[config.mk]
export PLATFORM = sky130hd
export DESIGN_NAME = beat_scheduler
export DESIGN_NICKNAME = d
export VERILOG_FILES = /design/src/rtl/ddr_pkg.sv /design/src/rtl/beat_timer.sv /design/src/rtl/beat_scheduler.sv
export SDC_FILE = /design/constraint.sdc
export NUM_CORES = 1
export LEC_CHECK = 0
export CORE_ASPECT_RATIO = 0.6
export CORE_MARGIN = 4
export CORE_UTILIZATION = 55
export DETAILED_ROUTE_END_ITERATION = 10
export GPL_ROUTABILITY_DRIVEN = 0
export HOLD_SLACK_MARGIN = 0.1
export PLACE_DENSITY_LB_ADDON = 0.25
export SYNTH_ARGS = -nofsm -noshare
export SYNTH_HDL_FRONTEND = slang
export SYNTH_SLANG_ARGS = --single-unit
[constraint.sdc]
create_clock -name Clock -period 3.2 [get_ports Clock]
set_clock_uncertainty 0.15 [all_clocks]
set_input_delay 0.64 -clock Clock [delete_from_list [all_inputs] [get_ports Clock]]
set_output_delay 0.64 -clock Clock [all_outputs]
set_load 0.01 [all_outputs]
[src/rtl/ddr_pkg.sv]
// Shared types and constants for the rhythm-game timing blocks.
package ddr_pkg;

    localparam int unsigned PERIOD_W   = 20;
    localparam int unsigned STEP_W     = 6;
    localparam int unsigned MIN_PERIOD = 2;

    typedef enum logic [1:0] {
        ST_IDLE  = 2'd0,
        ST_RUN   = 2'd1,
        ST_PAUSE = 2'd2,
        ST_DONE  = 2'd3
    } state_e;

endpackage

[src/rtl/beat_timer.sv]
// Loadable down-counter with a registered terminal-at-one flag.
module beat_timer #(
    parameter int unsigned PERIOD_W = 20
) (
    input  logic                Clock,
    input  logic                Reset,
    input  logic                load,
    input  logic                hold,
    input  logic [PERIOD_W-1:0] period,
    output logic                at_one
);

    logic [PERIOD_W-1:0] count_q, count_d;
    logic                at_one_q;

    // Load wins over hold; otherwise count down by one.
    always_comb begin
        count_d = count_q;
        if (load) begin
            count_d = period;
        end else if (!hold) begin
            count_d = count_q - PERIOD_W'(1);
        end
    end

    always_ff @(posedge Clock) begin
        if (!Reset) begin
            count_q  <= '0;
            at_one_q <= 1'b0;
        end else begin
            count_q  <= count_d;
            at_one_q <= (count_d == PERIOD_W'(1));
        end
    end

    assign at_one = at_one_q;

endmodule

[src/rtl/beat_scheduler.sv]
// Beat sequencer: emits one strobe per step of a run, with pause/abort control.
module beat_scheduler #(
    parameter int unsigned PERIOD_W = ddr_pkg::PERIOD_W,
    parameter int unsigned STEP_W   = ddr_pkg::STEP_W
) (
    input  logic                Clock,
    input  logic                Reset,
    input  logic                start,
    input  logic                pause,
    input  logic                abort,
    input  logic [PERIOD_W-1:0] period,
    input  logic [STEP_W-1:0]   len,
    output logic                beat,
    output logic [STEP_W-1:0]   step_idx,
    output logic                busy,
    output logic                done
);

    import ddr_pkg::*;

    state_e              state_q, state_d;
    logic [PERIOD_W-1:0] period_q, period_d;
    logic [STEP_W-1:0]   len_q, len_d;
    logic [STEP_W-1:0]   emitted_q, emitted_d;
    logic [STEP_W-1:0]   step_q, step_d;
    logic                beat_q, beat_d;
    logic                done_q, done_d;
    logic                busy_q, busy_d;

    logic                tmr_load;
    logic                tmr_hold;
    logic [PERIOD_W-1:0] tmr_val;
    logic                at_one;
    logic [PERIOD_W-1:0] period_clamped;

    // Periods below the minimum would make the terminal-at-one detector miss.
    assign period_clamped = (period < PERIOD_W'(MIN_PERIOD)) ? PERIOD_W'(MIN_PERIOD) : period;

    beat_timer #(
        .PERIOD_W (PERIOD_W)
    ) u_timer (
        .Clock  (Clock),
        .Reset  (Reset),
        .load   (tmr_load),
        .hold   (tmr_hold),
        .period (tmr_val),
        .at_one (at_one)
    );

    always_comb begin
        state_d   = state_q;
        period_d  = period_q;
        len_d     = len_q;
        emitted_d = emitted_q;
        step_d    = step_q;
        beat_d    = 1'b0;
        done_d    = 1'b0;
        tmr_load  = 1'b0;
        tmr_hold  = 1'b1;
        tmr_val   = period_q;

        case (state_q)
            ST_IDLE: begin
                if (start && (len != '0)) begin
                    period_d  = period_clamped;
                    len_d     = len;
                    emitted_d = '0;
                    step_d    = '0;
                    tmr_load  = 1'b1;
                    tmr_val   = period_clamped;
                    state_d   = ST_RUN;
                end
            end
            ST_RUN: begin
                if (abort) begin
                    state_d = ST_IDLE;
                end else if (pause) begin
                    state_d = ST_PAUSE;
                end else if (at_one) begin
                    tmr_load  = 1'b1;
                    beat_d    = 1'b1;
                    step_d    = emitted_q;
                    emitted_d = emitted_q + STEP_W'(1);
                    if (emitted_q == (len_q - STEP_W'(1))) begin
                        done_d  = 1'b1;
                        state_d = ST_DONE;
                    end
                end else begin
                    tmr_hold = 1'b0;
                end
            end
            ST_PAUSE: begin
                // Resume edge only changes state; counting restarts on the next edge.
                if (abort) begin
                    state_d = ST_IDLE;
                end else if (!pause) begin
                    state_d = ST_RUN;
                end
            end
            ST_DONE: begin
                state_d = ST_IDLE;
            end
            default: begin
                state_d = ST_IDLE;
            end
        endcase

        busy_d = (state_d == ST_RUN) || (state_d == ST_PAUSE);
    end

    always_ff @(posedge Clock) begin
        if (!Reset) begin
            state_q   <= ST_IDLE;
            period_q  <= '0;
            len_q     <= '0;
            emitted_q <= '0;
            step_q    <= '0;
            beat_q    <= 1'b0;
            done_q    <= 1'b0;
            busy_q    <= 1'b0;
        end else begin
            state_q   <= state_d;
            period_q  <= period_d;
            len_q     <= len_d;
            emitted_q <= emitted_d;
            step_q    <= step_d;
            beat_q    <= beat_d;
            done_q    <= done_d;
            busy_q    <= busy_d;
        end
    end

    assign beat     = beat_q;
    assign step_idx = step_q;
    assign busy     = busy_q;
    assign done     = done_q;

endmodule
==> run_results.csv, run 1 <==
group,metric,value,unit
finish,nets,485,
global_route,grtUsageTotal,27.7,%
setup_path,critPathLaunchType,"primary input",
clock_tree,insertion_delay,350,ps
placed_design,port-buffer-count,39,
hold_path,hp-class,"reg -> reg",
timing,slew_headroom,43.2,%
global_route,antenna_found_initial,0,
finish,synthToLayoutAreaGrowth,28.3,%
setup_path,end_kind,"flop",
setup_path,cp_max_fo,11,
power_and_ir_drop,power_density,480,mW/mm2
routing,firstDrtPassIters,5,
clock_tree,postCtsHoldBufs,0,
clock_tree,cts.clk_slew.worst_paths,70,ps
clock_tree,root_buffer,"clkbuf_8",
placed_design,postPlaceCellArea,0.00382,mm2
logic_synthesis,ys_ff_latch,64,
timing,setup_viol,0,
global_route,grt_pass1_vias,3133,
finish,seq_area,0.00128,mm2
die,ios,40,
finish,n_antenna_cell,0,
routing,drt_iter0_drc,200,
setup_path,cp.arrival,3240,ps
logic_synthesis,synthArstFlopShare,0,%
routing,dr_total_vias,3162,
logic_synthesis,ys_warn_count,0,
logic_synthesis,syn_avg_cell_area,8.10,um2
finish,multi_input_area,0.00175,mm2
clock_tree,cts_tree,"built",
clock_tree,numCtsBuffers,9,
logic_synthesis,syn_area,0.00313,mm2
run_status,status,"complete, no violations",
placed_design,dp_hpwl,6.73,mm
routing,routed_via_density,5.93,
logic_synthesis,syn-num-nets,421,
clock_tree,cts_buffer_depth,2,
die,die_w,105,um
global_route,grt_pass1_wl,15.0,mm
global_route,globalRouteOverflowTotal,0,
timing,fin_crit,3100,ps
setup_path,path_class,"in -> reg",
routing,drc,0,
timing,rsz0062_at_grt,"false",
logic_synthesis,synth_cell_types,50,
placed_design,pre_cts_ws,-214,ps
logic_synthesis,synth_enable_flop_cells,0,
timing,fin_setup_tns,0,ps
setup_path,required,3340,ps
routing,drt-wirelength-per-cell,16.9,um
power_and_ir_drop,leakagePower,1.56,nW
die,dieArea,0.00701,mm2
timing,hold_violations,0,
flow_run,drv_cap,0,
routing,ant_nets,0,
timing,slew_viol_final,0,
finish,fin_area,0.00402,mm2
global_route,grt_max_degree,25,
power_and_ir_drop,vdd_drop_max,0.318,mV
placed_design,dp.cells,517,
logic_synthesis,synth_cells,387,
die,rows,20,
timing,period_share,97.0,%
clock_tree,clock_sinks,64,
timing,max_freq,0.322,GHz
clock_tree,cts_htree_levels,3,
finish,fin_cells,533,
logic_synthesis,ys.flop_type,"dfxtp_1",
finish,fillerInstances,381,
logic_synthesis,yosysSeqAreaShare,40.9,%
timing,setup_slack,95.8,ps
finish,final_layout_size_suffix_gt1_share,13.4,%
die,die_h,66.5,um
die,start_util,59.3,%
routing,drt_wl_total,9.00,mm
power_and_ir_drop,power,1.93,mW
timing,timing_worst_slew_pin_value,844,ps
die,coreArea,0.00528,mm2
-- layer usage --
metal	share of wire (%)	track usage, %
met1	44	35.7
met3	9.9	8.52
met2	43	43.0
met5	0	0
met4	2.3	12.3
-- placed cells by master, fill, tap and decap left out, types with 3 or more instances in the layout --
cell / n
a21oi_1: 36
a31oi_1: 3
and2_1: 10
buf_4: 34
clkbuf_8: 9
clkdlybuf4s50_1: 39
dfxtp_1: 64
ha_1: 3
inv_1: 8
mux2i_1: 10
nand2_1: 59
nand3_1: 13
nand4_1: 6
nor2_1: 38
nor2b_1: 3
nor3_1: 11
nor4_1: 15
o211ai_1: 5
o21ai_0: 7
o22ai_1: 6
o31a_1: 3
or3_1: 5
or4_1: 4
xnor2_1: 14
xor2_1: 10
-- synthesized netlist by cell type (all sizes together), types with 2 or more instances --
cell | number | area share, %
dfxtp | 64 | 41
nand2 | 59 | 7.1
nor2 | 38 | 4.6
a21oi | 36 | 5.8
clkbuf | 17 | 2.0
nor4 | 16 | 3.7
xnor2 | 14 | 3.9
nand3 | 13 | 2.1
nor3 | 11 | 1.8
and2 | 10 | 2.0
mux2i | 10 | 3.2
xor2 | 10 | 2.8
o21ai | 9 | 1.4
inv | 8 | 0.96
nand4 | 6 | 1.2
o22ai | 6 | 1.2
or3 | 6 | 1.2
o211ai | 5 | 1.2
buf | 4 | 0.72
or4 | 4 | 0.96
a31oi | 3 | 0.60
ha | 3 | 1.2
nor2b | 3 | 0.60
nor3b | 3 | 1.0
o31a | 3 | 0.84
a21o | 2 | 0.48
a22oi | 2 | 0.48
and3 | 2 | 0.40
o21a | 2 | 0.48
o311ai | 2 | 0.56
o31ai | 2 | 0.64
or4b | 2 | 0.64
-- final timing paths --
kind / cells past startpoint / endpoint / start / slack [ps]
worst max-delay path: 8 / u_timer.at_one / len[0] / 100
worst min-delay path: 2 / period_q[12] / period_q[12] / 300
worst max register to register: 9 / u_timer.at_one / u_timer.count_q[0] / 220
worst min register to register: 2 / period_q[12] / period_q[12] / 300
-- layout make-up --
| cell class | instances | share of cell area (%) |
|---|---|---|
| Clock inverter | 7 | 1.81 |
| Multi-Input combinational cell | 293 | 43.4 |
| Sequential cell | 64 | 31.9 |
| Clock buffer | 9 | 3.08 |
| Timing Repair Buffer | 74 | 16.6 |
| Tap cell | 77 | 2.40 |
| Inverter | 9 | 0.841 |
-- power by group --
group          internal (mW)  switching [mW]
sequential             0.839          0.0377
clock                  0.359           0.330
combinational          0.171           0.193
total                   1.37           0.561
-- per-stage QoR --
step,hold slack [ps],util [%]
CTS,304,76.0
global route,324,76.1
global placement,290,72.3
floorplan,283,-
detailed placement,295,72.3
finish,302,76.1
-- critical path, stage by stage --
cell             delay (ps)
clkdlybuf4s50_1         410
or4_1                   590
o31a_1                  430
nor2_1                  260
buf_4                   220
mux2i_1                 110
nor4_1                  330
and4_1                  230
-- sequential cells by signal (all words and copies together) (netlist names) --
name and flops:
beat 1, busy 1, done 1, emitted_q 6, len_q 6, period_q 20, state_q 2, step_idx 6
u_timer.at_one 1, u_timer.count_q 20
-- logic make-up (layout without fill, tap and decap cells) --
kind of cell	after synthesis	after routing	synth area share [%]
buf+inv	30	99	3.83
xor+xnor	24	24	6.71
flops	64	64	40.9
compound gates	78	78	15.5
simple gates	178	178	28.7
mux	10	10	3.20
fa+ha+maj	3	3	1.20
-- repair_timing --
| item | in CTS | in global routing |
|---|---|---|
| setup endpoints to repair | 0 | 1 |
| resized for setup | 0 | 1 |
| buffers inserted | 0 | 0 |
| endpoints found under the hold margin | 0 | 0 |
Power figures use the tool's default switching activity.
==> run 2, diff against run 1 <==
==> constraint.sdc (replaced) <==
create_clock -name Clock -period 3.94 [get_ports Clock]
set_clock_uncertainty 0.15 [all_clocks]
set_input_delay 0.788 -clock Clock [delete_from_list [all_inputs] [get_ports Clock]]
set_output_delay 0.788 -clock Clock [all_outputs]
set_load 0.01 [all_outputs]
==> run 2 against run 1 <==
Effect of this change:
- combinational power fell by 26%
- hold slack improved by 2.5 ps
- utilization fell by 3.1 points
- routed wire length fell by 2.2%
- sequential share of layout area rose by 1.4 points
- non-clock buffer count fell by 22
- worst setup slack improved by 410 ps
- critical path depth did not move
- first-iteration DRC count rose by 29%
==> run_results.csv, run 2 (synthesis gave the netlist of run 1 again) <==
group,metric,value,unit
routing,drt_iter0_drc,258,
setup_path,critPathLaunchType,"primary input",
placed_design,dp_hpwl,6.38,mm
clock_tree,cts_buffer_depth,2,
timing,slew_headroom,47.2,%
setup_path,required,4070,ps
die,die_h,66.5,um
setup_path,crit_chain,"clkdlybuf4s50_1, or4_1, o31ai_4, o311ai_0, o22ai_1, o2111ai_1, nor4_1, and4_1",
finish,final_cell_mix,"64 x dfxtp_1, 59 x nand2_1, 39 x clkdlybuf4s50_1",
power_and_ir_drop,power,1.58,mW
timing,max_freq,0.291,GHz
die,start_util,59.3,%
routing,ant_nets,0,
setup_path,critical-path-max-stage-delay,590,ps
finish,fin_area,0.00385,mm2
routing,drt-wirelength-per-cell,17.3,um
clock_tree,clock_sinks,64,
hold_path,hp-class,"reg -> reg",
clock_tree,cts_setup_buffers,0,
timing,setup_slack,507,ps
finish,synthToLayoutAreaGrowth,23.0,%
setup_path,end_kind,"flop",
setup_path,cp_top_family,"compound AO/OA/AOI/OAI gates",
placed_design,pre_cts_ws,296,ps
clock_tree,cts_resized,0,
flow_run,drv_cap,0,
run_status,status,"complete, no violations",
timing,fin_crit,3430,ps
setup_path,rr_worst_depth,9,
setup_path,crit_slowest_cell,"or4_1",
die,coreArea,0.00528,mm2
timing,setup_viol,0,
die,die_w,105,um
die,ios,40,
global_route,antenna_found_initial,0,
finish,fin_cells,510,
hold_path,worstHoldPathCells,2,
clock_tree,cts_tree,"built",
finish,nets,463,
setup_path,path_class,"in -> reg",
power_and_ir_drop,vdd_drop_max,0.243,mV
power_and_ir_drop,leakagePower,1.46,nW
global_route,globalRouteOverflowTotal,0,
finish,reg_top3,"period_q: 20 flops, u_timer.count_q: 20 flops",
routing,routed_via_density,6.02,
timing,fin_setup_tns,0,ps
routing,firstDrtPassIters,5,
placed_design,port-buffer-count,39,
timing,hold_violations,0,
clock_tree,numCtsBuffers,9,
routing,drt_wl_total,8.80,mm
die,dieArea,0.00701,mm2
finish,final_common_cell,"dfxtp_1",
setup_path,cp.arrival,3560,ps
die,rows,20,
clock_tree,cts_htree_levels,3,
timing,timing_worst_slew_pin_value,792,ps
global_route,grt_max_degree,26,
global_route,grtUsageTotal,26.3,%
timing,rsz0062_at_grt,"false",
timing,period_share,87.1,%
power_and_ir_drop,power_density,410,mW/mm2
routing,dr_total_vias,3069,
setup_path,cp_max_fo,8,
global_route,grt_pass1_vias,2955,
routing,drc,0,
placed_design,dp.cells,495,
clock_tree,root_buffer,"clkbuf_8",
clock_tree,postCtsHoldBufs,0,
setup_path,cp_num_buf_inv,1,
timing,slew_viol_final,0,
finish,n_antenna_cell,0,
clock_tree,cts.clk_slew.worst_paths,60,ps
finish,final_layout_size_suffix_gt1_share,8.08,%
clock_tree,insertion_delay,340,ps
placed_design,postPlaceCellArea,0.00365,mm2
global_route,grt_pass1_wl,14.3,mm
setup_path,cp.depth,8,
-- run 2: power breakdown --
part,internal [mW],switching (mW)
Clock,0.351,0.244
Sequential,0.682,0.0316
Combinational,0.119,0.152
Total,1.15,0.427
-- run 2: cell type report --
cell class / instances / area (um2)
clock buffer: 11 / 131
sequential: 64 / 1280
clock inverter: 4 / 70.1
fill: 418 / 1430
inverter: 9 / 33.8
tap: 77 / 96.3
timing repair buffer: 52 / 500
multi-input combinational: 293 / 1740
-- run 2: tightest hold or removal path: stages, from the launching register on --
cell and delay [ps]:
dfxtp_1 310, nand2_1 50, a21oi_1 50
-- run 2: metrics by stage --
stage               hold WS, ps  util (%)
floorplan                   283         -
detailed placement          295      69.2
CTS                         304      73.0
global route                315      73.0
finish                      304      73.0
global placement            290      69.2
-- run 2: path summary, 6_finish.rpt --
check	from	endpoint	slack, ps
hold / removal	period_q[19]	period_q[19]	300
setup / recovery	len[0]	u_timer.at_one	510
setup reg to reg	u_timer.count_q[1]	u_timer.at_one	820
hold reg to reg	period_q[19]	period_q[19]	300
-- run 2: routing by layer --
metal,share of wire [%],up-vias,track usage [%]
met5,0,-,0
met4,1.9,0,10.3
met3,11,20,8.52
met2,42,156,39.4
met1,46,1435,35.2
li1,-,1458,-
==> run 3, diff against run 2 <==
--- a/config.mk
+++ b/config.mk
@@ -6,7 +6,7 @@
 export NUM_CORES = 1
 export LEC_CHECK = 0
 export CORE_ASPECT_RATIO = 0.6
-export CORE_MARGIN = 4
+export CORE_MARGIN = 2
 export CORE_UTILIZATION = 55
 export DETAILED_ROUTE_END_ITERATION = 10
 export GPL_ROUTABILITY_DRIVEN = 0
==> run 3 against run 2 <==
Effect of this change:
- worst setup slack worse by 150 ps
- utilization down 3.9 points
- final area down 0.68%
- routed wire length down 4.4%
- first-iteration DRC count down 12%
- total power down 4.7%
- critical path type unchanged
- largest power group unchanged
==> run_results.csv, run 3 (synthesis gave the netlist of run 1 again) <==
group,metric,value,unit
placed_design,pre_cts_ws,76.6,ps
power_and_ir_drop,leakagePower,1.45,nW
routing,drt_wl_total,8.41,mm
placed_design,dp_hpwl,6.24,mm
clock_tree,postCtsHoldBufs,0,
power_and_ir_drop,p_int,1.08,mW
die,rows,21,
timing,period_share,90.9,%
routing,ant_nets,0,
timing,rsz0062_at_grt,"false",
timing,slew_viol_final,0,
placed_design,dp.cells,498,
placed_design,port-buffer-count,39,
setup_path,ff2ff_setup_slack,750,ps
routing,drc,0,
finish,reg_top3,"period_q: 20 flops, u_timer.count_q: 20 flops",
power_and_ir_drop,combPwrFrac,17.6,%
routing,drt-wirelength-per-cell,16.4,um
global_route,grt_max_degree,34,
clock_tree,cts_setup_buffers,0,
clock_tree,insertion_delay,350,ps
clock_tree,cts_htree_levels,3,
finish,final_cell_mix,"64 x dfxtp_1, 59 x nand2_1, 39 x clkdlybuf4s50_1",
finish,seq_area,0.00128,mm2
finish,multi_input_area,0.00174,mm2
die,die_h,62.5,um
setup_path,cp_max_fo,7,
finish,fin_area,0.00383,mm2
routing,routed_via_density,5.90,
finish,fillerInstances,448,
power_and_ir_drop,vdd_drop_max,0.269,mV
power_and_ir_drop,switching_power,0.428,mW
finish,nets,463,
power_and_ir_drop,pwr-share-seq,47.5,%
finish,fin_cells,514,
setup_path,end_kind,"flop",
finish,final_common_cell,"dfxtp_1",
finish,n_antenna_cell,0,
finish,final_layout_size_suffix_gt1_share,8.53,%
timing,timing_worst_slew_pin_value,680,ps
power_and_ir_drop,swShare,28.5,%
timing,hold_violations,0,
timing,fin_setup_tns,0,ps
run_status,status,"complete, no violations",
power_and_ir_drop,power_density,393,mW/mm2
timing,setup_slack,358,ps
routing,dr_total_vias,3032,
clock_tree,clock_sinks,64,
global_route,antenna_found_initial,0,
die,coreArea,0.00554,mm2
finish,synthToLayoutAreaGrowth,22.2,%
placed_design,postPlaceCellArea,0.00364,mm2
global_route,grt_pass1_wl,13.9,mm
setup_path,required,4080,ps
power_and_ir_drop,p_clk_share,34.9,%
clock_tree,cts_buffer_depth,2,
global_route,globalRouteOverflowTotal,0,
finish,final_core_util,69.0,%
die,start_util,56.5,%
clock_tree,cts.clk_slew.worst_paths,70,ps
clock_tree,numCtsBuffers,9,
die,die_w,101,um
timing,timing.hold.ws,306,ps
global_route,grt_pass1_vias,2860,
routing,firstDrtPassIters,5,
global_route,grtUsageTotal,28.5,%
clock_tree,cts_tree,"built",
timing,max_freq,0.279,GHz
setup_path,critPathLaunchType,"primary input",
timing,setup_viol,0,
routing,drt_iter0_drc,228,
flow_run,drv_cap,0,
timing,slew_headroom,54.2,%
clock_tree,cts_resized,0,
die,ios,40,
hold_path,hp-class,"reg -> reg",
clock_tree,root_buffer,"clkbuf_8",
timing,fin_crit,3580,ps
setup_path,cp.arrival,3720,ps
power_and_ir_drop,power,1.50,mW
die,dieArea,0.00634,mm2
setup_path,path_class,"in -> reg",
## run 3: cell types whose count changed in the layout (fill, tap and decap cells not counted), sizes merged
cell,delta
clkinv,+1
clkbuf,+2
bufinv,-2
## run 3: path summary, 6_finish.rpt
check | startpoint | cells after the start | endpoint
max | pause | 8 | u_timer.at_one
min | period_q[12] | 2 | period_q[12]
max reg2reg | u_timer.count_q[0] | 9 | u_timer.at_one
min reg2reg | period_q[12] | 2 | period_q[12]
## run 3: metal layers
| layer | part of all wire, % | vias up | track usage (%) | wire length (um) |
|---|---|---|---|---|
| met4 | 1.0 | 0 | 7.60 | 86 |
| li1 | - | 1459 | - | - |
| met1 | 46 | 1419 | 41.8 | 3860 |
| met5 | 0 | - | 0 | 0 |
| met2 | 42 | 140 | 40.8 | 3570 |
| met3 | 11 | 14 | 8.28 | 898 |
## run 3: final cells by class
class | instances | area share [%]
Clock buffer | 13 | 4.41
Multi-Input combinational cell | 293 | 45.5
Tap cell | 80 | 2.62
Timing Repair Buffer | 52 | 12.7
Clock inverter | 3 | 0.392
Sequential cell | 64 | 33.5
Inverter | 9 | 0.883
## run 3: worst max-delay path, cell delays in order
cell and delay [ps]:
clkdlybuf4s50_1 510, or4b_1 700, or3_1 560, nor4_4 330, xnor2_1 160, mux2i_1 110
nor4_1 320, and4_1 240
## run 3: power groups by stage
stage / logic (mW) / registers, mW / clock network, mW
CTS: 0.260 / 0.713 / 0.532
finish: 0.264 / 0.715 / 0.525
global route: 0.291 / 0.719 / 0.568
floorplan: 0.171 / 0.718 / 0
detailed placement: 0.258 / 0.728 / 0
global placement: 0.252 / 0.726 / 0
